**src/rtl/phase_encoder.sv**
```systemverilog
// Phase encoder: maps packed 2-bit phase codes to decimal words and streams them.
// Optional sticky overrun status is built when PHASE_ENC_STATUS_EN is defined.
module phase_encoder #(
  parameter int N_phases = 2'd3
) (
  input  logic                    clk,
  input  logic                    rst,
  input  logic                    load,
  input  logic [2*N_phases-1:0]   phase_binary,
  output logic [5*N_phases-1:0]   phase_decimal,
  output logic                    busy,
  output logic                    out_valid,
  input  logic                    out_ready,
  output logic [4:0]              out_data,
  output logic [1:0]              out_index,
  output logic                    out_last,
`ifdef PHASE_ENC_STATUS_EN
  output logic                    overrun,
`endif
  output logic                    done
);

  typedef enum logic [1:0] {
    IDLE = 2'd0,
    SEND = 2'd1,
    DONE = 2'd2
  } state_t;

  localparam logic [1:0] LAST = 2'(N_phases - 1);

  state_t state, state_nxt;
  logic [1:0] index, index_nxt;
  logic [5*N_phases-1:0] decoded;
  logic [4:0] field;

  function automatic logic [4:0] encode(input logic [1:0] code);
    logic [4:0] w;
    unique case (code)
      2'b00:   w = 5'd0;
      2'b01:   w = 5'd9;
      2'b10:   w = 5'd18;
      default: w = 5'd27;
    endcase
    return w;
  endfunction

  always_comb begin
    decoded = '0;
    for (int k = 0; k < N_phases; k++)
      decoded[5*k +: 5] = encode(phase_binary[2*k +: 2]);
  end

  always_comb begin
    field = '0;
    for (int k = 0; k < N_phases; k++)
      if (index == 2'(k)) field = phase_decimal[5*k +: 5];
  end

  always_ff @(posedge clk or posedge rst) begin
    if (rst) begin
      state         <= IDLE;
      index         <= '0;
      phase_decimal <= '0;
    end else begin
      state <= state_nxt;
      index <= index_nxt;
      if (state == IDLE && load)
        phase_decimal <= decoded;
    end
  end

  always_comb begin
    state_nxt = state;
    index_nxt = index;
    out_valid = 1'b0;
    out_last  = 1'b0;
    out_data  = '0;
    done      = 1'b0;
    unique case (state)
      IDLE: begin
        if (load) begin
          state_nxt = SEND;
          index_nxt = '0;
        end
      end
      SEND: begin
        out_valid = 1'b1;
        out_data  = field;
        out_last  = (index == LAST);
        if (out_ready) begin
          if (index == LAST) begin
            state_nxt = DONE;
            index_nxt = '0;
          end else begin
            index_nxt = index + 2'd1;
          end
        end
      end
      DONE: begin
        done      = 1'b1;
        state_nxt = IDLE;
      end
      default: begin
        state_nxt = IDLE;
        index_nxt = '0;
      end
    endcase
  end

  assign out_index = index;
  assign busy      = (state != IDLE);

`ifdef PHASE_ENC_STATUS_EN
  always_ff @(posedge clk or posedge rst) begin
    if (rst)
      overrun <= 1'b0;
    else if (load && busy)
      overrun <= 1'b1;
  end
`endif

endmodule
```
**config.mk**
```make
export PLATFORM = sky130hd
export DESIGN_NAME = phase_encoder
export DESIGN_NICKNAME = d
export VERILOG_FILES = /design/src/rtl/phase_encoder.sv
export SDC_FILE = /design/constraint.sdc
export NUM_CORES = 1
export LEC_CHECK = 0
export CAP_MARGIN = 15
export CORE_UTILIZATION = 42
export CTS_BUF_LIST = sky130_fd_sc_hd__clkbuf_4
export DETAILED_ROUTE_END_ITERATION = 16
export HOLD_SLACK_MARGIN = 0.1
export PLACE_DENSITY = 0.95
export SKIP_CTS_REPAIR_TIMING = 1
export SYNTH_ARGS = -nofsm -noshare
export SYNTH_HDL_FRONTEND = slang
export SYNTH_SLANG_ARGS = --single-unit
```
**constraint.sdc**
```tcl
create_clock -name clk -period 2.75 [get_ports clk]
set_input_delay 0.825 -clock clk [delete_from_list [all_inputs] [get_ports clk]]
set_output_delay 0.825 -clock clk [all_outputs]
set_load 0.02 [all_outputs]
```
==> impl_results.md <==
- Outcome: completed
- PwrDens: 1424 nW/µm²
- Number of flops mapped to enable cells by yosys: 0
- Top cells by area, synth: dfrtp_1 39%, buf_4 14%, mux2_4 14%, and4bb_4 2.5%, a211oi_1 2.3%
- CP Buf/Inv Count: 1
- Top-Level Pins: 36
- #FFs+latches synth: 10
- Worst Hold Endpoint: state[0]
- H-Tree Level Count: 1
- WP data arrival: 1.75 ns
- Number of CTS-inserted buffers: 3
- Worst Skew: 0.0003043 ns
- Post-Layout Cell Count: 97
- Drt pass-1 iters: 2
- Max FO, Critical Path: 11
- RSZ-0062 raised after global routing: no
- GRT Total Usage: 0.1772
- Final worst path period need: about 2.6 ns
- # diodes: 0
- Core Region: 1366 µm²
- Vias in the first global route: about 440
- Via total after detailed routing: 494
- CP top delay family: buffers and inverters
- Drt first-iter violations: 5
- WL/cell: 13.37 µm
- Type of the most critical hold path: reg2reg
- FF-to-FF path depth: 3
- Max incr delay on CP: 0.60 ns
- Total leakage power: between 0.4 and 0.5 nW
- Synth Area per Inst: about 11 µm²
- Pre-CTS WS: 0.2681 ns
- Hold depth: 1
- CP endpoint kind: primary output
- Post-Syn Instances: 59
- Synth Cell Area: between 600 and 700 µm²
- FP Rows: 13
- Post-route cell area: 915.9 µm²
- Drt drc: 0
- Initial antenna violation count: 0
- DIE WIDTH: 41.09 µm
- Congestion Overflow GR: 0
- Final Hold Vio Count: 0
- Die H: 41.09 µm
- Final nets: 94
- Most common cell in the synthesized netlist: buf_4
- Post-Route WL: about 1300 µm
- Initial Util: 0.4698
- Via density per instance: 5.093
- Antenna Violating Nets Remaining: 0
- Final setup fails: 0
- CTS tree: done
- Clock Tree Buf Depth: 2
- Top post-synthesis cells by count: 12 x buf_4, 10 x dfrtp_1, 6 x mux2_4
- Fmax: 0.3882 GHz
- Seq/Total Area, Yosys: 0.3899
- Worst R2R End: phase_decimal[13]
- R2R Setup Slk: 1.49 ns
- Main synth FF type: dfrtp_1
- Peak supply drop: 0.7763 mV
- Clk Latency, worst-skew pair: 0.26 ns
- Reg-to-reg critical path startpoint: state[1]
- DP Wirelength: 927.6 µm
- Max-slew violations: 0
- CTS clk-pin slew, worst paths: 0.06 ns
- Layout cell share with drive strength beyond 1: 0.1951
- Post-synthesis cell type count: 25
- Worst hold start: state[1]
- Yosys warns: 0
- Tcrit/Tclk final: 0.9366
- Startpoint Class: flip-flop
- Post-synth top area share: 0.3899
- Die ar.: between 1500 and 2000 µm²
- Worst setup margin: 0.1743 ns
- CP Cell Sequence: and4bb_4 -> clkdlybuf4s50_1
- Slowest CP cell: clkdlybuf4s50_1
- Placed cell areas: around 880 µm²
- Port Buffers: 31
- Routability congestion estimate: 0.7482
- CP required: 1.93 ns
- Cell taking the most area after synthesis: dfrtp_1
- Placed Cells incl. Taps: 94
- First-pass GRT wire length: 1897 µm
- Largest net degree at the start of global routing: 12
- Setup CP Type: reg2out
- Area added between synthesis and finish: 42.69%
- CTS Sinks: 10
- Ys async rst share: 1.000
- Max-cap check violation count: 0
- Root buffer cell: clkbuf_4
-- area by class of cell --
cell class,instances,area [µm²]
clock buffers,3,22.52
multi-input cells,35,291.5
fillers,103,450.4
repair buffers,31,320.3
inverters,3,11.26
well taps,15,18.77
flip-flops and latches,10,251.5
-- flip-flops by register name, indices dropped and copies added, names as in the netlist --
name and count:
state 2, phase_decimal 6, out_index 2
-- logic make-up after synthesis --
kind of cell / count (synthesis) / share of synthesized area
flops: 10 / 0.3899
mux: 7 / 0.1560
buf+inv: 17 / 0.1735
simple gates: 16 / 0.1891
compound gates: 8 / 0.08575
other cells: 1 / 0.005842
-- worst reg2reg max path: stages (launching register included) --
cell      delay [ns]
dfrtp_1         0.41
nand2b_4        0.17
nor2_4          0.23
mux2_4          0.33
-- per-layer routing --
metal / GRT usage / part of all wire / vias to the layer above
li1: - / - / 232
met1: 0.2315 / 0.44 / 227
met2: 0.2617 / 0.47 / 33
met3: 0.04891 / 0.084 / 2
met4: 0.09677 / 0.0077 / 0
met5: 0 / 0 / -
-- worst max path at each step --
| stage | start | end | slack, ns | cells past startpoint |
|---|---|---|---|---|
| final | out_index[0] | out_last | 0.17 | 2 |
| after global routing | out_index[0] | out_last | 0.12 | 2 |
| after CTS | out_index[0] | out_data[0] | -0.03 | 4 |
| after detailed placement | out_index[0] | out_data[0] | 0.27 | 4 |
| after global placement | out_index[0] | out_data[0] | 0.27 | 4 |
| after floorplan | out_index[0] | out_data[4] | 0.25 | 5 |
-- power by group --
part | switching, mW | total, mW | internal [mW]
Clock | 0.0479 | 0.0984 | 0.0505
Combinational | 0.413 | 0.876 | 0.463
Sequential | 0.112 | 0.330 | 0.218
-- cell usage in the layout, fill, tap and decap left out --
master | netlist | final
clkbuf_4 | 0 | 3
nor2_1 | 1 | 1
dlymetal6s2s_1 | 0 | 4
nand2b_1 | 2 | 2
nand2b_4 | 1 | 1
o31ai_2 | 1 | 1
nor3b_1 | 1 | 1
and3b_1 | 1 | 1
nor2b_1 | 1 | 1
or2_2 | 1 | 1
mux2_4 | 6 | 6
and4bb_4 | 1 | 1
dfrtp_1 | 10 | 9
nand2_1 | 3 | 3
o21ai_0 | 1 | 1
clkdlybuf4s50_1 | 0 | 27
nand4b_1 | 1 | 1
a21oi_1 | 2 | 2
conb_1 | 1 | 4
o22ai_1 | 2 | 2
and2b_2 | 1 | 1
and2_1 | 1 | 1
mux2i_1 | 1 | 1
dfrtp_2 | 0 | 1
a211oi_1 | 2 | 2
inv_1 | 3 | 3
nor2_4 | 1 | 1
-- per-stage QoR --
stage | total power [mW] | util | hold slack (ns) | setup TNS, ns
2_1_floorplan | 0.9103 | - | 0.4556 | 0
3_3_place_gp | 1.204 | 0.6456 | 0.4953 | 0
3_5_place_dp | 1.216 | 0.6456 | 0.4901 | 0
4_1_cts | 1.323 | 0.6621 | 0.5014 | -0.05675
5_1_grt | 1.378 | 0.6703 | 0.5346 | 0
6_report | 1.305 | 0.6703 | 0.4949 | 0
Note: power is estimated with default switching activity, not from simulation.
